**src/rtl/a2d_seq_if.sv**
```systemverilog
// a2d_seq_if: SPI transaction handshake between the A2D round sequencer
// (master) and the SPI shifter that performs the 16-bit transfers (slave).
//   spi_start - one-cycle request to run a transaction
//   spi_cmd   - transaction word, stable from spi_start until spi_done
//   spi_done  - one-cycle completion pulse
//   spi_rd    - received word, valid in the spi_done cycle
interface a2d_seq_if;
    logic        spi_start;
    logic [15:0] spi_cmd;
    logic        spi_done;
    logic [15:0] spi_rd;

    modport master (
        output spi_start,
        output spi_cmd,
        input  spi_done,
        input  spi_rd
    );

    modport slave (
        input  spi_start,
        input  spi_cmd,
        output spi_done,
        output spi_rd
    );
endinterface

```
**src/rtl/a2d_seq.sv**
```systemverilog
// a2d_seq: periodic A2D round sequencer. On every period terminal count it
// converts channels 0, 4, 5, 6 (two SPI transactions per channel: command,
// then read-back) and publishes all four results together.
//   clk, rst_n   - clock, synchronous active-low reset
//   spi          - SPI transaction handshake (master side)
//   lft_ld       - channel 0 result
//   rght_ld      - channel 4 result
//   steer_pot    - channel 5 result
//   batt         - channel 6 result
//   vld          - one-cycle pulse when a new result set is published
//   a2d_err      - sticky timeout flag, cleared by the next good round
module a2d_seq #(
    parameter int fast_sim = 0
) (
    input  logic             clk,
    input  logic             rst_n,
    a2d_seq_if.master        spi,
    output logic [11:0]      lft_ld,
    output logic [11:0]      rght_ld,
    output logic [11:0]      steer_pot,
    output logic [11:0]      batt,
    output logic             vld,
    output logic             a2d_err
);

    localparam int unsigned PER_W = (fast_sim != 0) ? 9 : 20;
    localparam int unsigned TMO_W = (fast_sim != 0) ? 6 : 12;
    localparam logic [1:0]  LAST_IDX = 2'd3;

    typedef enum logic [2:0] {
        IDLE,
        SEND_CMD,
        WAIT_CMD,
        SEND_RD,
        WAIT_RD,
        COMMIT
    } state_t;

    state_t            state_q, state_d;
    logic [PER_W-1:0]  per_q, per_d;
    logic [TMO_W-1:0]  tmo_q, tmo_d;
    logic [1:0]        idx_q, idx_d;
    logic [3:0][11:0]  shd_q, shd_d;
    logic              start_q, start_d;
    logic [15:0]       cmd_q, cmd_d;
    logic [11:0]       lft_q, lft_d;
    logic [11:0]       rght_q, rght_d;
    logic [11:0]       steer_q, steer_d;
    logic [11:0]       batt_q, batt_d;
    logic              vld_q, vld_d;
    logic              err_q, err_d;
    logic              tick;
    logic              tmo_hit;
    logic [3:0]        rd_hi_unused;

    // Only the 12-bit conversion result is meaningful in the read word.
    assign rd_hi_unused = spi.spi_rd[15:12];

    assign tick    = (per_q == '1);
    assign tmo_hit = (tmo_q == '1);

    // Channel index -> command word; conversion order is 0, 4, 5, 6.
    function automatic logic [15:0] cmd_for(input logic [1:0] idx);
        logic [2:0] chnl;
        case (idx)
            2'd0:    chnl = 3'd0;
            2'd1:    chnl = 3'd4;
            2'd2:    chnl = 3'd5;
            default: chnl = 3'd6;
        endcase
        return {2'b00, chnl, 11'h000};
    endfunction

    always_comb begin
        state_d = state_q;
        per_d   = per_q + 1'b1;
        tmo_d   = tmo_q;
        idx_d   = idx_q;
        shd_d   = shd_q;
        cmd_d   = cmd_q;
        lft_d   = lft_q;
        rght_d  = rght_q;
        steer_d = steer_q;
        batt_d  = batt_q;
        vld_d   = 1'b0;
        err_d   = err_q;

        case (state_q)
            IDLE: begin
                // Ticks seen in any other state are simply lost.
                if (tick) begin
                    state_d = SEND_CMD;
                    idx_d   = '0;
                    cmd_d   = cmd_for(2'd0);
                end
            end
            SEND_CMD: begin
                // Every wait state is entered from a send state, so the
                // timeout is cleared here on the way in.
                state_d = WAIT_CMD;
                tmo_d   = '0;
            end
            WAIT_CMD: begin
                tmo_d = tmo_q + 1'b1;
                if (spi.spi_done) begin
                    state_d = SEND_RD;
                end else if (tmo_hit) begin
                    state_d = IDLE;
                    err_d   = 1'b1;
                end
            end
            SEND_RD: begin
                state_d = WAIT_RD;
                tmo_d   = '0;
            end
            WAIT_RD: begin
                tmo_d = tmo_q + 1'b1;
                if (spi.spi_done) begin
                    shd_d[idx_q] = spi.spi_rd[11:0];
                    if (idx_q == LAST_IDX) begin
                        // Outputs are registered, so they are loaded on the
                        // edge into COMMIT and appear together with vld.
                        // The last channel bypasses its shadow register.
                        state_d = COMMIT;
                        vld_d   = 1'b1;
                        err_d   = 1'b0;
                        lft_d   = shd_q[0];
                        rght_d  = shd_q[1];
                        steer_d = shd_q[2];
                        batt_d  = spi.spi_rd[11:0];
                    end else begin
                        state_d = SEND_CMD;
                        idx_d   = idx_q + 2'd1;
                        cmd_d   = cmd_for(idx_q + 2'd1);
                    end
                end else if (tmo_hit) begin
                    state_d = IDLE;
                    err_d   = 1'b1;
                end
            end
            COMMIT: begin
                state_d = IDLE;
            end
            default: begin
                state_d = IDLE;
            end
        endcase

        start_d = (state_d == SEND_CMD) || (state_d == SEND_RD);
    end

    always_ff @(posedge clk) begin
        if (!rst_n) begin
            state_q <= IDLE;
            per_q   <= '0;
            tmo_q   <= '0;
            idx_q   <= '0;
            shd_q   <= '0;
            start_q <= 1'b0;
            cmd_q   <= '0;
            lft_q   <= '0;
            rght_q  <= '0;
            steer_q <= '0;
            batt_q  <= '0;
            vld_q   <= 1'b0;
            err_q   <= 1'b0;
        end else begin
            state_q <= state_d;
            per_q   <= per_d;
            tmo_q   <= tmo_d;
            idx_q   <= idx_d;
            shd_q   <= shd_d;
            start_q <= start_d;
            cmd_q   <= cmd_d;
            lft_q   <= lft_d;
            rght_q  <= rght_d;
            steer_q <= steer_d;
            batt_q  <= batt_d;
            vld_q   <= vld_d;
            err_q   <= err_d;
        end
    end

    assign spi.spi_start = start_q;
    assign spi.spi_cmd   = cmd_q;
    assign lft_ld        = lft_q;
    assign rght_ld       = rght_q;
    assign steer_pot     = steer_q;
    assign batt          = batt_q;
    assign vld           = vld_q;
    assign a2d_err       = err_q;

endmodule
```
**src/flat_wrapper.sv**
```systemverilog
// flat-port wrapper written by rule: the top's interface ports become plain ports
module a2d_seq_flat 
#(
    parameter int fast_sim = 0
)
  (clk, rst_n, lft_ld, rght_ld, steer_pot, batt, vld, a2d_err, spi_spi_start, spi_spi_cmd, spi_spi_done, spi_spi_rd);
  a2d_seq_if spi_i ();
  input  logic clk;
  input  logic rst_n;
  output logic [11:0] lft_ld;
  output logic [11:0] rght_ld;
  output logic [11:0] steer_pot;
  output logic [11:0] batt;
  output logic vld;
  output logic a2d_err;
  output wire logic [$bits(spi_i.spi_start)-1:0] spi_spi_start;
  output wire logic [$bits(spi_i.spi_cmd)-1:0] spi_spi_cmd;
  input wire logic [$bits(spi_i.spi_done)-1:0] spi_spi_done;
  input wire logic [$bits(spi_i.spi_rd)-1:0] spi_spi_rd;
  assign spi_spi_start = spi_i.spi_start;
  assign spi_spi_cmd = spi_i.spi_cmd;
  assign spi_i.spi_done = spi_spi_done;
  assign spi_i.spi_rd = spi_spi_rd;
  a2d_seq #(.fast_sim(fast_sim)) u_core (.clk(clk), .rst_n(rst_n), .spi(spi_i), .lft_ld(lft_ld), .rght_ld(rght_ld), .steer_pot(steer_pot), .batt(batt), .vld(vld), .a2d_err(a2d_err));
endmodule
```
**config.mk**
```make
export PLATFORM = sky130hd
export DESIGN_NAME = a2d_seq_flat
export DESIGN_NICKNAME = d
export VERILOG_FILES = /design/src/rtl/a2d_seq_if.sv /design/src/rtl/a2d_seq.sv /design/src/flat_wrapper.sv
export SDC_FILE = /design/constraint.sdc
export NUM_CORES = 1
export LEC_CHECK = 0
export ABC_CLOCK_PERIOD_IN_PS = 1700
export BUFFER_PORTS_ARGS = -buffer_cell sky130_fd_sc_hd__buf_2
export CAP_MARGIN = 10
export CORE_AREA = 2 2 102 104
export CTS_BUF_LIST = sky130_fd_sc_hd__clkbuf_16
export DETAILED_ROUTE_END_ITERATION = 12
export DIE_AREA = 0 0 104 106
export GPL_TIMING_DRIVEN = 0
export PLACE_DENSITY = 0.74
export SLEW_MARGIN = 15
export SYNTH_ARGS = -nofsm -noshare
export SYNTH_HDL_FRONTEND = slang
export SYNTH_SLANG_ARGS = --single-unit
export TNS_END_PERCENT = 100
```
**constraint.sdc**
```tcl
create_clock -name clk -period 1.7 [get_ports clk]
set_clock_uncertainty 0.15 [all_clocks]
set_input_delay 0 -clock clk [delete_from_list [all_inputs] [get_ports clk]]
set_output_delay 0 -clock clk [all_outputs]
set_load 0.02 [all_outputs]
```
==> out/results.ini <==
[worst_setup_path]
worst_setup_path_start_kind = flop
data_required_time_of_the_worst_path_ps = 1860
timing.reg2reg.setup_slack_ps = -90
setup.worst_path.end_class = flop
worstSetupEndpoint = u_core.idx_q[0]
critPathMaxFanout = 4
setup.worst_path.start = u_core.state_q[1]
critPathArrivalTime_ps = 1950
ff_to_ff_path_depth = 4
critical_path_class = flop to flop
reg2reg_from = u_core.state_q[1]
r2r_end = u_core.idx_q[0]

[die]
ioPinCount = 86
core_um2 = 10000
starting_density_of_the_core_pct = 48.4
dieWidth_um = 104
design.die.area_um2 = 11000
rows = 37
die_height_um = 106

[clock_tree]
cts-root-buf = clkbuf_16
worstSkewPairLatency_ps = 410
clk_pin_slew_worst_paths_ps = 60
htree_levels = 4
ctsLongestPathBuffers = 2
cts_sinks = 127
tritoncts_clock_tree = built
cts_inserted_buffers = 17

[placed_design]
place_worst_setup_slack_ps = -218
globalplace.congestion = 0.811
hpwlAfterDp_mm = 8.14
io_buffers = 68
place_area_um2 = 5410
dpl.cell_count = 733

[sta]
final_max_slew_viol_count = 0
worst_pin_slew_ps = 567
final.min_clock_period_ps = 1790
maxSlewHeadroom_pct = 62.2
fin_ws_ps = -92.0
hold_viol_final = 0
layout_worst_path_cycle_share_pct = 105
upper_clock_frequency_limit_mhz = 558
rsz0062_at_grt = yes
timing.final.setup_violations = 6

[logic_synthesis]
dominant_cell_type_by_area_after_synthesis = dfxtp_1
yosys-top-cells-area = dfxtp_1 (53%), a22o_1 (8.9%), nand2_1 (7.3%)
netlist-cell-type-count = 47
commonest_cells_in_the_synthesized_netlist = dfxtp_1 (127), nand2_1 (94), a22o_1 (49)
ys.flop_type = dfxtp_1
synth_top_area_share_pct = 52.6
syn-instance-count = 517
postSynthRegisterBits = 127
synth_enable_flop_cells = 0
post_synth.cell_area_avg_um2 = 9.36
portion_of_the_post_synthesis_area_used_by_sequential_elements_pct = 52.6
synth-async-reset-ratio_pct = 0
post_synthesis_instance_area_um2 = 4840
yosys_warnings = 0
synthMostInstantiatedCell = dfxtp_1

[power_and_ir_drop]
leakage_component_of_the_power_nw = 2.63
powerDensity_nw_per_um2 = 1080
ir_drop_mv = 0.525

[detailed_routing]
dr.first_iter.drc_count = 200
first_pass_iters = 6
vias = 4276
drt_drc_violations_left = 0
detail_route.wirelength_mm = 12.7
viasPerCell = 5.45
route.antenna.remaining_nets = 0
average_routed_wire_per_standard_cell_um = 16.1

[cells_and_area]
syn_to_final_growth_pct = 33.3
fillers = 785
postLayoutCellArea_um2 = 6450
num_antenna_cells = 0
finalCoreUtilization_pct = 64.5
multi_input_gate_area_in_the_final_layout_um2 = 2270
final-instance-count-excl-fill = 784
final_net_count = 660
layout.area.seq_um2 = 2560
layout-drive-gt1-share_pct = 26.2

[global_route]
antenna_found_initial = 0
grt_first_pass_wirelength_mm = 19.8
maximum_number_of_pins_on_one_net_before_global_route_repair = 20
remaining_overflow_grt = 0
track_usage_pct = 22.7
number_of_global_route_vias_before_repair = 4132

[job]
max_cap_viols = 0

[run_status]
failed_checks = negative setup slack
outcome = finished with violations

[min_path]
hold_path.class = input port to flop

-- per-layer routing --
| metal | global-route usage, % | up-vias | share of wire, % |
|---|---|---|---|
| li1 | - | 2040 | - |
| met1 | 25.8 | 2054 | 41 |
| met2 | 40.4 | 159 | 51 |
| met3 | 7.11 | 23 | 5.4 |
| met4 | 7.63 | 0 | 1.8 |
| met5 | 0 | - | 0 |
-- cells by family after synthesis --
logic type | share of synthesized area [%]
buf+inv | 5.30
flops | 52.6
compound gates | 17.3
other cells | 0.0775
simple gates | 18.7
mux | 0.621
xor+xnor | 3.98
fa+ha+maj | 1.55
-- registers in the layout, summed over array words and instances, names as in the netlist --
register / flops
u_core.batt: 12
u_core.spi.spi_cmd: 3
u_core.spi.spi_start: 1
u_core.state_q: 3
u_core.vld: 1
u_core.steer_pot: 12
u_core.rght_ld: 12
u_core.lft_ld: 12
u_core.per_q: 20
u_core.a2d_err: 1
u_core.shd_q: 36
u_core.tmo_q: 12
u_core.idx_q: 2
-- area by class of cell --
class | instances | area share (%)
buffer | 35 | 3.57
clock buffer | 17 | 6.60
clock inverter | 15 | 3.01
inverter | 8 | 0.466
multi-input combinational | 353 | 35.2
sequential | 127 | 39.8
tap | 136 | 2.64
timing repair buffer | 93 | 8.77
-- critical path, stage by stage (launching register included) --
cell and delay (ps):
dfxtp_4 340, or4b_4 550, nor3_4 290, a21oi_4 130
a32o_1 220
-- worst min-delay path by stage --
stage / start / depth (start not counted) / to / slack, ps
detailed placement: spi_spi_rd[11] / 2 / u_core.batt[11] / 130
global placement: spi_spi_rd[11] / 2 / u_core.batt[11] / 130
global route: rst_n / 3 / u_core.vld / 20
CTS: rst_n / 3 / u_core.vld / 0.7
finish: rst_n / 3 / u_core.vld / 20
floorplan: spi_spi_rd[11] / 1 / u_core.batt[11] / -20
-- per-stage QoR --
step	power, W	hold slack, ps	setup TNS, ps
floorplan	0.00316	-24.5	0
global placement	0.00322	133	-7480
detailed placement	0.00323	131	-9210
CTS	0.00700	0.657	-119
global route	0.00719	17.5	-741
finish	0.00699	21.0	-319
-- cells in the final DEF, fill, tap and decap left out, types with 15 or more instances in the layout --
master | Yosys | routed
dfxtp_1 | 127 | 119
nor2_1 | 27 | 27
dlygate4sd3_1 | 0 | 15
a21oi_1 | 42 | 42
nand2_1 | 94 | 94
a22o_1 | 49 | 49
buf_2 | 10 | 74
clkbuf_16 | 0 | 17
buf_4 | 16 | 28
xnor2_1 | 15 | 15
-- power breakdown --
group          switching [W]  leakage, nW  internal [W]
registers          0.0000108         1.03       0.00298
logic               0.000129         1.30     0.0000769
clock network        0.00135        0.302       0.00244
total                0.00149         2.63       0.00550
-- what timing repair did --
item,CTS,global route
pin swaps,5,9
hold buffers,15,0
buffers inserted,2,8
endpoints found under the setup margin,102,80
hold endpoints to repair,63,0
gates resized for setup,25,36
No activity file was read; power rests on OpenSTA's default activity.
